## src/rtl/grayscale_ctrl_pkg.sv

```systemverilog
// Shared types and constants for the grayscale stream controller and its output FIFO.
package grayscale_ctrl_pkg;

  typedef enum logic [1:0] {
    StIdle   = 2'd0,
    StStream = 2'd1,
    StDrain  = 2'd2
  } state_t;

  localparam int unsigned FifoDepth = 4;

  // Tag bits occupy the low end of a FIFO entry, gray value above them.
  localparam int unsigned TagEof = 0;
  localparam int unsigned TagEol = 1;
  localparam int unsigned TagSol = 2;

  function automatic int unsigned entry_width(input int unsigned subpixel_depth);
    return subpixel_depth + 3;
  endfunction

endpackage

```

## src/rtl/grayscale.sv

```systemverilog
// Registered RGB-to-grayscale datapath: one-cycle latency, no enable, active-high sync reset.
module grayscale #(
  parameter int unsigned P_PIXEL_DEPTH    = 24,
  parameter int unsigned P_SUBPIXEL_DEPTH = P_PIXEL_DEPTH / 3
) (
  input  logic                        i_clk,
  input  logic                        i_reset,
  input  logic [P_PIXEL_DEPTH-1:0]    i_pixel,
  output logic [P_SUBPIXEL_DEPTH-1:0] o_gray
);

  logic [P_SUBPIXEL_DEPTH-1:0] w_r, w_g, w_b, w_sum;

  assign w_r = i_pixel[P_PIXEL_DEPTH-1 -: P_SUBPIXEL_DEPTH];
  assign w_g = i_pixel[2*P_SUBPIXEL_DEPTH-1 -: P_SUBPIXEL_DEPTH];
  assign w_b = i_pixel[P_SUBPIXEL_DEPTH-1:0];

  // Weights sum to just under 1, so the truncated total cannot overflow.
  assign w_sum = (w_r >> 2) + (w_r >> 5) + (w_r >> 6)
               + (w_g >> 1) + (w_g >> 4) + (w_g >> 6) + (w_g >> 7)
               + (w_b >> 4) + (w_b >> 5) + (w_b >> 6);

  always_ff @(posedge i_clk) begin
    if (i_reset) o_gray <= '0;
    else         o_gray <= w_sum;
  end

endmodule

```

## src/rtl/pixel_tag_fifo.sv

```systemverilog
// Small synchronous FIFO for gray value plus tags; supports push and pop in the same cycle.
module pixel_tag_fifo
  import grayscale_ctrl_pkg::*;
#(
  parameter int unsigned P_WIDTH = 11
) (
  input  logic                               i_clk,
  input  logic                               i_reset_n,
  input  logic                               i_wr_en,
  input  logic [P_WIDTH-1:0]                 i_wr_data,
  input  logic                               i_rd_en,
  output logic [P_WIDTH-1:0]                 o_rd_data,
  output logic                               o_empty,
  output logic [$clog2(FifoDepth+1)-1:0]     o_count
);

  localparam int unsigned LP_PTR_W = $clog2(FifoDepth);
  localparam int unsigned LP_CNT_W = $clog2(FifoDepth + 1);

  logic [P_WIDTH-1:0]  r_mem [FifoDepth];
  logic [LP_PTR_W-1:0] r_wr_ptr, r_rd_ptr;
  logic [LP_CNT_W-1:0] r_count;
  logic                w_push, w_pop;

  assign w_pop  = i_rd_en & (r_count != '0);
  assign w_push = i_wr_en & ((r_count != LP_CNT_W'(FifoDepth)) | w_pop);

  always_ff @(posedge i_clk) begin
    if (!i_reset_n) begin
      for (int i = 0; i < FifoDepth; i++) r_mem[i] <= '0;
      r_wr_ptr <= '0;
      r_rd_ptr <= '0;
      r_count  <= '0;
    end else begin
      if (w_push) begin
        r_mem[r_wr_ptr] <= i_wr_data;
        r_wr_ptr        <= r_wr_ptr + LP_PTR_W'(1);
      end
      if (w_pop) r_rd_ptr <= r_rd_ptr + LP_PTR_W'(1);
      case ({w_push, w_pop})
        2'b10:   r_count <= r_count + LP_CNT_W'(1);
        2'b01:   r_count <= r_count - LP_CNT_W'(1);
        default: r_count <= r_count;
      endcase
    end
  end

  assign o_rd_data = r_mem[r_rd_ptr];
  assign o_empty   = (r_count == '0);
  assign o_count   = r_count;

endmodule

```

## src/rtl/grayscale_stream_ctrl.sv

```systemverilog
// Frame sequencer around the non-stallable grayscale datapath: tags pixels with SOL/EOL/EOF
// and absorbs downstream backpressure in a small FIFO sized against in-flight work.
module grayscale_stream_ctrl
  import grayscale_ctrl_pkg::*;
#(
  parameter int unsigned P_PIXEL_DEPTH    = 24,
  parameter int unsigned P_SUBPIXEL_DEPTH = P_PIXEL_DEPTH / 3,
  parameter int unsigned P_DIM_WIDTH      = 10
) (
  input  logic                        I_CLK,
  input  logic                        I_RESET_N,
  input  logic                        I_START,
  input  logic [P_DIM_WIDTH-1:0]      I_FRAME_WIDTH,
  input  logic [P_DIM_WIDTH-1:0]      I_FRAME_HEIGHT,
  input  logic                        I_PIXEL_VALID,
  output logic                        O_PIXEL_READY,
  input  logic [P_PIXEL_DEPTH-1:0]    I_PIXEL,
  output logic                        O_GRAY_VALID,
  input  logic                        I_GRAY_READY,
  output logic [P_SUBPIXEL_DEPTH-1:0] O_GRAY_PIXEL,
  output logic                        O_GRAY_SOL,
  output logic                        O_GRAY_EOL,
  output logic                        O_GRAY_EOF,
  output logic                        O_BUSY,
  output logic                        O_FRAME_DONE
);

  localparam int unsigned LP_ENTRY_W = entry_width(P_SUBPIXEL_DEPTH);
  localparam int unsigned LP_CNT_W   = $clog2(FifoDepth + 1);

  state_t                  r_state;
  logic [P_DIM_WIDTH-1:0]  r_width, r_height, r_col, r_row;
  logic                    r_inflight, r_tag_sol, r_tag_eol, r_tag_eof, r_done;

  logic                        w_accept, w_pop, w_empty, w_sol, w_eol, w_eof;
  logic [P_SUBPIXEL_DEPTH-1:0] w_gray;
  logic [LP_ENTRY_W-1:0]       w_wr_data, w_rd_data;
  logic [LP_CNT_W-1:0]         w_count;
  logic [LP_CNT_W:0]           w_occupancy;

  grayscale #(
    .P_PIXEL_DEPTH    (P_PIXEL_DEPTH),
    .P_SUBPIXEL_DEPTH (P_SUBPIXEL_DEPTH)
  ) u_grayscale (
    .i_clk   (I_CLK),
    .i_reset (~I_RESET_N),
    .i_pixel (I_PIXEL),
    .o_gray  (w_gray)
  );

  always_comb begin
    w_wr_data         = {w_gray, 3'b000};
    w_wr_data[TagSol] = r_tag_sol;
    w_wr_data[TagEol] = r_tag_eol;
    w_wr_data[TagEof] = r_tag_eof;
  end

  pixel_tag_fifo #(
    .P_WIDTH (LP_ENTRY_W)
  ) u_fifo (
    .i_clk     (I_CLK),
    .i_reset_n (I_RESET_N),
    .i_wr_en   (r_inflight),
    .i_wr_data (w_wr_data),
    .i_rd_en   (I_GRAY_READY),
    .o_rd_data (w_rd_data),
    .o_empty   (w_empty),
    .o_count   (w_count)
  );

  // Reserve a slot for the pixel still inside the datapath, which cannot be stalled.
  assign w_occupancy   = {1'b0, w_count} + {{LP_CNT_W{1'b0}}, r_inflight};
  assign O_PIXEL_READY = (r_state == StStream) && (w_occupancy < (LP_CNT_W+1)'(FifoDepth));
  assign w_accept      = I_PIXEL_VALID & O_PIXEL_READY;

  assign w_sol = (r_col == '0);
  assign w_eol = (r_col == r_width - P_DIM_WIDTH'(1));
  assign w_eof = w_eol & (r_row == r_height - P_DIM_WIDTH'(1));

  assign O_GRAY_VALID = ~w_empty;
  assign w_pop        = O_GRAY_VALID & I_GRAY_READY;
  assign O_GRAY_PIXEL = w_rd_data[LP_ENTRY_W-1 -: P_SUBPIXEL_DEPTH];
  assign O_GRAY_SOL   = w_rd_data[TagSol];
  assign O_GRAY_EOL   = w_rd_data[TagEol];
  assign O_GRAY_EOF   = w_rd_data[TagEof];
  assign O_BUSY       = (r_state != StIdle);
  assign O_FRAME_DONE = r_done;

  always_ff @(posedge I_CLK) begin
    if (!I_RESET_N) begin
      r_state    <= StIdle;
      r_width    <= '0;
      r_height   <= '0;
      r_col      <= '0;
      r_row      <= '0;
      r_inflight <= 1'b0;
      r_tag_sol  <= 1'b0;
      r_tag_eol  <= 1'b0;
      r_tag_eof  <= 1'b0;
      r_done     <= 1'b0;
    end else begin
      r_done     <= 1'b0;
      r_inflight <= w_accept;
      if (w_accept) begin
        r_tag_sol <= w_sol;
        r_tag_eol <= w_eol;
        r_tag_eof <= w_eof;
      end
      case (r_state)
        StIdle: begin
          if (I_START && (I_FRAME_WIDTH != '0) && (I_FRAME_HEIGHT != '0)) begin
            r_width  <= I_FRAME_WIDTH;
            r_height <= I_FRAME_HEIGHT;
            r_col    <= '0;
            r_row    <= '0;
            r_state  <= StStream;
          end
        end
        StStream: begin
          if (w_accept) begin
            if (w_eol) begin
              r_col <= '0;
              r_row <= r_row + P_DIM_WIDTH'(1);
            end else begin
              r_col <= r_col + P_DIM_WIDTH'(1);
            end
            if (w_eof) r_state <= StDrain;
          end
        end
        StDrain: begin
          if (w_pop && w_rd_data[TagEof]) begin
            r_state <= StIdle;
            r_done  <= 1'b1;
          end
        end
        default: r_state <= StIdle;
      endcase
    end
  end

endmodule
```

## config.mk

```make
export PLATFORM = sky130hd
export DESIGN_NAME = grayscale_stream_ctrl
export DESIGN_NICKNAME = d
export VERILOG_FILES = /design/src/rtl/grayscale_ctrl_pkg.sv /design/src/rtl/grayscale.sv /design/src/rtl/pixel_tag_fifo.sv /design/src/rtl/grayscale_stream_ctrl.sv
export SDC_FILE = /design/constraint.sdc
export NUM_CORES = 1
export LEC_CHECK = 0
export ABC_AREA = 0
export CAP_MARGIN = 20
export CORE_ASPECT_RATIO = 1.4
export CORE_MARGIN = 2
export CORE_UTILIZATION = 45
export CTS_CLUSTER_SIZE = 30
export DETAILED_ROUTE_END_ITERATION = 10
export GPL_ROUTABILITY_DRIVEN = 0
export PLACE_DENSITY = 0.66
export RECOVER_POWER = 50
export SYNTH_ARGS = -nofsm -noshare
export SYNTH_HDL_FRONTEND = slang
export SYNTH_SLANG_ARGS = --single-unit
```

## constraint.sdc

```tcl
create_clock -name I_CLK -period 7.1 [get_ports I_CLK]
set_clock_uncertainty 0.05 [all_clocks]
set_input_delay 1.42 -clock I_CLK [delete_from_list [all_inputs] [get_ports I_CLK]]
set_output_delay 1.42 -clock I_CLK [all_outputs]
set_load 0.01 [all_outputs]
```

# --- Word level (Yosys, flattened, before mapping) ---
# Memories as Yosys holds them, arrays and structs flattened. A register that Yosys moved wholly into a read port is not among the register bits.
# Cells that the tools add are included.
totals:
  elab_cells: 95
  mem_bits_rw: 44
  reg_bits: 62
  inputBits: 49
  mem_count: 1
op_classes:
  addsub: 18
  n_lt_le_gt_ge: 1
  bitwise_logic: 7
  n_eq_ne: 12
  mux: 23
  n_reduce_logical: 19
mem_list:
  columns: ["memory", "depth", "width", "read_ports", "rd_clocked_by_memory_dff", "wr", "line_no", "source"]
  rows:
  - ["u_fifo.r_mem", 4, 11, 1, 1, 4, "pixel_tag_fifo.sv:20", "logic [P_WIDTH-1:0] r_mem [FifoDepth];"]
ops:
  columns: ["operator", "n"]
  rows:
  - ["two-way mux 10 bit", 5]
  - ["case mux 10 bit (2 select lines)", 2]
  - ["adder 8 x 2 -> 8 bit", 3]
  - ["adder 10 x 1 -> 10 bit, second input constant", 2]
  - ["equality test 10 bit", 2]
  - ["nonzero test 10 bit", 2]
  - ["subtractor 10 x 1 -> 10 bit, second input constant", 2]
  - ["adder 8 x 4 -> 8 bit", 2]
  - ["two-way mux 2 bit", 7]
  - ["two-way mux 11 bit", 1]
  - ["OR reduction 11 bit", 1]
  - ["logical NOT 10 bit", 1]
  - ["inequality test 2 bit, second input constant", 5]
  - ["adder 8 x 1 -> 8 bit", 1]
  - ["adder 8 x 3 -> 8 bit", 1]
  - ["adder 8 x 7 -> 8 bit", 1]
  - ["AND reduction 4 bit", 2]
  - ["adder 6 x 3 -> 7 bit", 1]
  - ["two-way mux 1 bit", 6]
  - ["case mux 2 bit (3 select lines)", 1]
  - ["case mux 3 bit (2 select lines)", 1]
  - ["nonzero test 2 bit", 3]
  - ["AND 1 bit", 5]
  - ["adder 2 x 1 -> 2 bit, second input constant", 2]
  - ["other kinds (15)", 21]

# --- Depth between registers and ports, before layout ---
depth:
  ltp_word: 9
  depth_mapped: 18
  depth_no_buf: 18

# --- Hierarchy ---
# A second synthesis with hierarchy kept.
unflattened:
  hier_cells: 619
  area_unflattened_um2: 6203.4
modules_own_cells:
  columns: ["module", "instances", "seq_area_each_um2", "area_per_inst_um2", "cells_each"]
  rows:
  - ["grayscale_stream_ctrl", 1, 940.9, 2627.5, 334]
  - ["pixel_tag_fifo", 1, 1501.4, 2408.6, 164]
  - ["grayscale", 1, 160.2, 1167.4, 121]

# --- Worst setup path after synthesis ---
# Ideal clock, no wire load.
synth_timing:
  path_kind: "input to register"
  start: "input I_PIXEL[18]"
  end: "register u_grayscale.o_gray[7]"
  setup_time_ps: 128
  setup_slack_ps: 1387
  path_stages: 18
  path_buffers: 0
  arrival_ps: 5536
  path_cell_list: "ha_1 > inv_1 > fa_1 > inv_1 > fa_1 > inv_1 > fa_1 > fa_1 > fa_1 > inv_1 > ha_1 > fa_1 > a21o_1 > a21oi_1 > o21bai_1 > a21oi_1 > xnor2_1 > nor2_1"
synth_via:
  elab_chain_len: 9
synth_lines:
  columns: ["element", "line_no", "source"]
  rows:
  - ["from (decl)", "grayscale_stream_ctrl.sv:17", "input logic [P_PIXEL_DEPTH-1:0] I_PIXEL,"]
  - ["adder 6 x 3 -> 7 bit", "grayscale.sv:19", "assign w_sum = (w_r >> 2) + (w_r >> 5) + (w_r >> 6)"]
  - ["adder 8 x 2 -> 8 bit", "grayscale.sv:19", null]
  - ["adder 8 x 7 -> 8 bit", "grayscale.sv:20", "+ (w_g >> 1) + (w_g >> 4) + (w_g >> 6) + (w_g >> 7)"]
  - ["adder 8 x 4 -> 8 bit", "grayscale.sv:20", null]
  - ["adder 8 x 2 -> 8 bit", "grayscale.sv:20", null]
  - ["adder 8 x 1 -> 8 bit", "grayscale.sv:20", null]
  - ["adder 8 x 4 -> 8 bit", "grayscale.sv:21", "+ (w_b >> 4) + (w_b >> 5) + (w_b >> 6);"]
  - ["adder 8 x 3 -> 8 bit", "grayscale.sv:21", null]
  - ["adder 8 x 2 -> 8 bit", "grayscale.sv:21", null]
  - ["to (signal assigned)", "grayscale.sv:25", "else o_gray <= w_sum;"]
  - ["to (decl)", "grayscale.sv:9", "output logic [P_SUBPIXEL_DEPTH-1:0] o_gray"]
# No other way between the ends.
# A chain may end at the register's enable or synchronous reset.

# --- Worst setup path after layout ---
layout_timing:
  start: "input I_PIXEL[21]"
  end: "register u_grayscale.o_gray[7]"
# The elaborated chain is that of the path after synthesis.

==> impl_metrics.csv <==
group,metric,value,unit
run_status,run_status,"complete, but fails checks",
run_status,violations,"max-capacitance violations, max-slew violations",
synth,synth-seq-cells,108,
synth,synth_nets,682,
timing,fmax,161,MHz
critical_path,crit_chain,"clkdlybuf4s50_1 > ha_1 > inv_1 > fa_1 > inv_1 > fa_1 > inv_1 > fa_1 > fa_1 > fa_1 > inv_1 > ha_1 > fa_1 > a21o_1 > a21oi_1 > o21bai_1 > a21oi_1 > xnor2_1 > nor2_1",
floorplanning,die_y,140,µm
floorplanning,initial_core_util,0.462,
timing,rsz0062_at_grt,"no",
critical_path,crit-reg2reg-launch,"r_width[2]",
floorplanning,die-width,101,µm
final_layout,stdcell_count,824,
grt,grt_pass1_vias,4502,
synth,synth_cells,586,
critical_path,crit_start,"I_PIXEL[21]",
timing,finalMaxSlewViolations,43,
synth,syn_avg_cell_area,10.2,µm²
floorplanning,pin_count,64,
job,drv_cap,1,
timing,holdWs,430,ps
placement,port_buffers,56,
placement,dp_hpwl,9100,µm
timing,slew_headroom,-0.206,
route,routed_wl,12000,µm
critical_path,crit_slowest_cell,"clkdlybuf4s50_1",
timing,post-route-period-util,0.874,
critical_path,cp_common_cell,"fa_1",
placement,pre_cts_slack,574,ps
synth,synth_largest_area_cell,"edfxtp_1",
grt,overflow,0,
route,first_pass_iters,4,
critical_path,cp-start-kind,"primary input",
final_layout,drive_above_1_share,0.0511,
final_layout,fin_nets,737,
clock_network,cts.clk_slew.worst_paths,70,ps
clock_network,cts_num_sinks,108,
worst_hold_path,min_path_type,"reg2reg",
critical_path,cp_max_fo,5,
floorplanning,core,0.0129,mm²
grt,grt_pass1_wl,20500,µm
synth,synth_flop_cell,"dfxtp_1",
clock_network,clockBufferDepth,2,
critical_path,max_stage_delay,560,ps
clock_network,ctsHoldBuffers,0,
timing,setup_tns,0,ps
route,ant_nets,0,
synth,yosysUniqueCellTypes,52,
placement,placed_area,0.00674,mm²
clock_network,postCtsSetupRepairBufs,0,
synth,synth_edf_count,44,
power_and_ir_drop,cellPowerDensity,276,mW/mm²
power_and_ir_drop,peakVddDrop,0.134,mV
final_layout,fin_area,0.00702,mm²
clock_network,numCtsBuffers,9,
clock_network,cts_resized,0,
grt,grt_max_degree,43,
critical_path,cp.required,7220,ps
power_and_ir_drop,p_leak,2.85,nW
clock_network,cts_tree,"built",
route,num_vias,4255,
final_layout,antenna_cells,0,
grt,antenna_found_initial,0,
clock_network,clkLatencyLatePin,340,ps
critical_path,crit_arrival,6320,ps
synth,ys_seq_area_frac,0.436,
route,avgViaCountPerCell,5.16,
synth,async_flop_share,0,
timing,max_slew.worst_pin.slew,1810,ps
synth,synth_area,0.00597,mm²
synth,ys_warn_count,0,
route,drc,0,
final_layout,syn2layout_area_growth,17.5,%
timing,setup_violations,0,
route,detail_route.iter0.violations,123,
clock_network,cts_htree_levels,3,
grt,grt_use_total,0.182,
synth,synth.area.top_cells,"edfxtp_1, dfxtp_1, fa_1",
synth,synth_top_area_share,0.221,
clock_network,root_buffer,"clkbuf_16",
worst_hold_path,hp-start,"r_tag_eof",
timing,fin_ws,893,ps
timing,fin_crit,6210,ps
critical_path,critPathKind,"in2reg",
floorplanning,fp.dieArea,0.0142,mm²
placement,dp.cells,808,
floorplanning,rows,49,
timing,finalHoldViolCount,0,
critical_path,critPathCaptureType,"flip-flop",
route,wl_per_cell,14.5,µm
## synthesized netlist by cell type (7+ instances only)
master    number
nor2_1        86
dfxtp_1       64
inv_1         56
edfxtp_1      44
nand2_1       34
xnor2_1       32
ha_1          27
mux2i_1       23
xor2_1        21
a21oi_1       20
fa_1          20
and2_1        16
clkbuf_1      15
nand3_1       15
o21ai_0       14
mux4_2        11
or3_1         10
nor4_1         9
and3_1         7
nor3_1         7
## cell families after synthesis
logic type | count (synthesis) | share of synthesized area
AO/OA/AOI/OAI | 57 | 0.0610
buffers and inverters | 75 | 0.0471
AND/OR/NAND/NOR | 211 | 0.173
adder cells (fa/ha/maj) | 47 | 0.124
XOR/XNOR | 53 | 0.0777
flip-flops | 108 | 0.436
multiplexers | 35 | 0.0819
## through the flow
stage                     total power [mW]  utilization
after floorplan                       1.24            -
after global placement                1.42        0.521
after detailed placement              1.44        0.521
after CTS                             1.96        0.546
after global routing                  2.07        0.542
final                                 1.93        0.542
## final timing paths
path | slack, ps | to | cells after the start
worst max-delay path | 890 | u_grayscale.o_gray[7] | 19
worst min-delay path | 430 | r_tag_eof | 2
worst max register to register | 3690 | r_col[5] | 7
worst min register to register | 430 | r_tag_eof | 2
## worst max-delay path: cells and delay by family
kind | cells | cell delay (ps)
xor gates and xnor gates | 1 | 140
and+or+nand+nor | 1 | 50
buffers and inverters | 5 | 770
adders and majority gates | 8 | 3280
AOI/OAI and AO/OA | 4 | 660
## registers in the layout, summed over array words and instances (netlist names), named ones only
| signal | count |
|---|---|
| r_tag_sol | 1 |
| r_row | 10 |
| u_grayscale.o_gray | 8 |
| r_width | 10 |
| u_fifo.r_rd_ptr | 2 |
| r_inflight | 1 |
| r_state | 2 |
| r_tag_eof | 1 |
| r_col | 10 |
| u_fifo.r_wr_ptr | 2 |
| O_FRAME_DONE | 1 |
| r_height | 10 |
| r_tag_eol | 1 |
| u_fifo.r_mem | 44 |
| u_fifo.o_count | 3 |
## cell usage in the layout, fill, tap and decap left out, types with 21 or more instances in the layout
| master | netlist | final |
|---|---|---|
| nand2_1 | 34 | 34 |
| edfxtp_1 | 44 | 44 |
| inv_1 | 56 | 56 |
| mux2i_1 | 23 | 23 |
| ha_1 | 27 | 27 |
| clkdlybuf4s50_1 | 0 | 50 |
| nor2_1 | 86 | 86 |
| xor2_1 | 21 | 21 |
| xnor2_1 | 32 | 32 |
| dfxtp_1 | 64 | 64 |
## per-layer routing
layer / routed length [µm] / GRT usage
met1: 4730 / 0.202
met2: 6720 / 0.346
met3: 278 / 0.0220
met4: 231 / 0.0697
met5: 0 / 0
## cell type report
class	count	area, µm²
Sequential cell	108	2600
Clock buffer	10	229
Multi-Input combinational cell	403	3070
Inverter	57	214
Timing Repair Buffer	62	587
Clock inverter	6	88.8
Tap cell	178	223
Fill cell	1153	5920
## where the power goes
| group | internal [mW] | switching, mW | leakage, nW |
|---|---|---|---|
| registers | 0.702 | 0.0595 | 0.977 |
| logic | 0.336 | 0.310 | 1.73 |
| clock network | 0.309 | 0.218 | 0.149 |
| total | 1.35 | 0.587 | 2.85 |
Power figures use the tool's default switching activity.
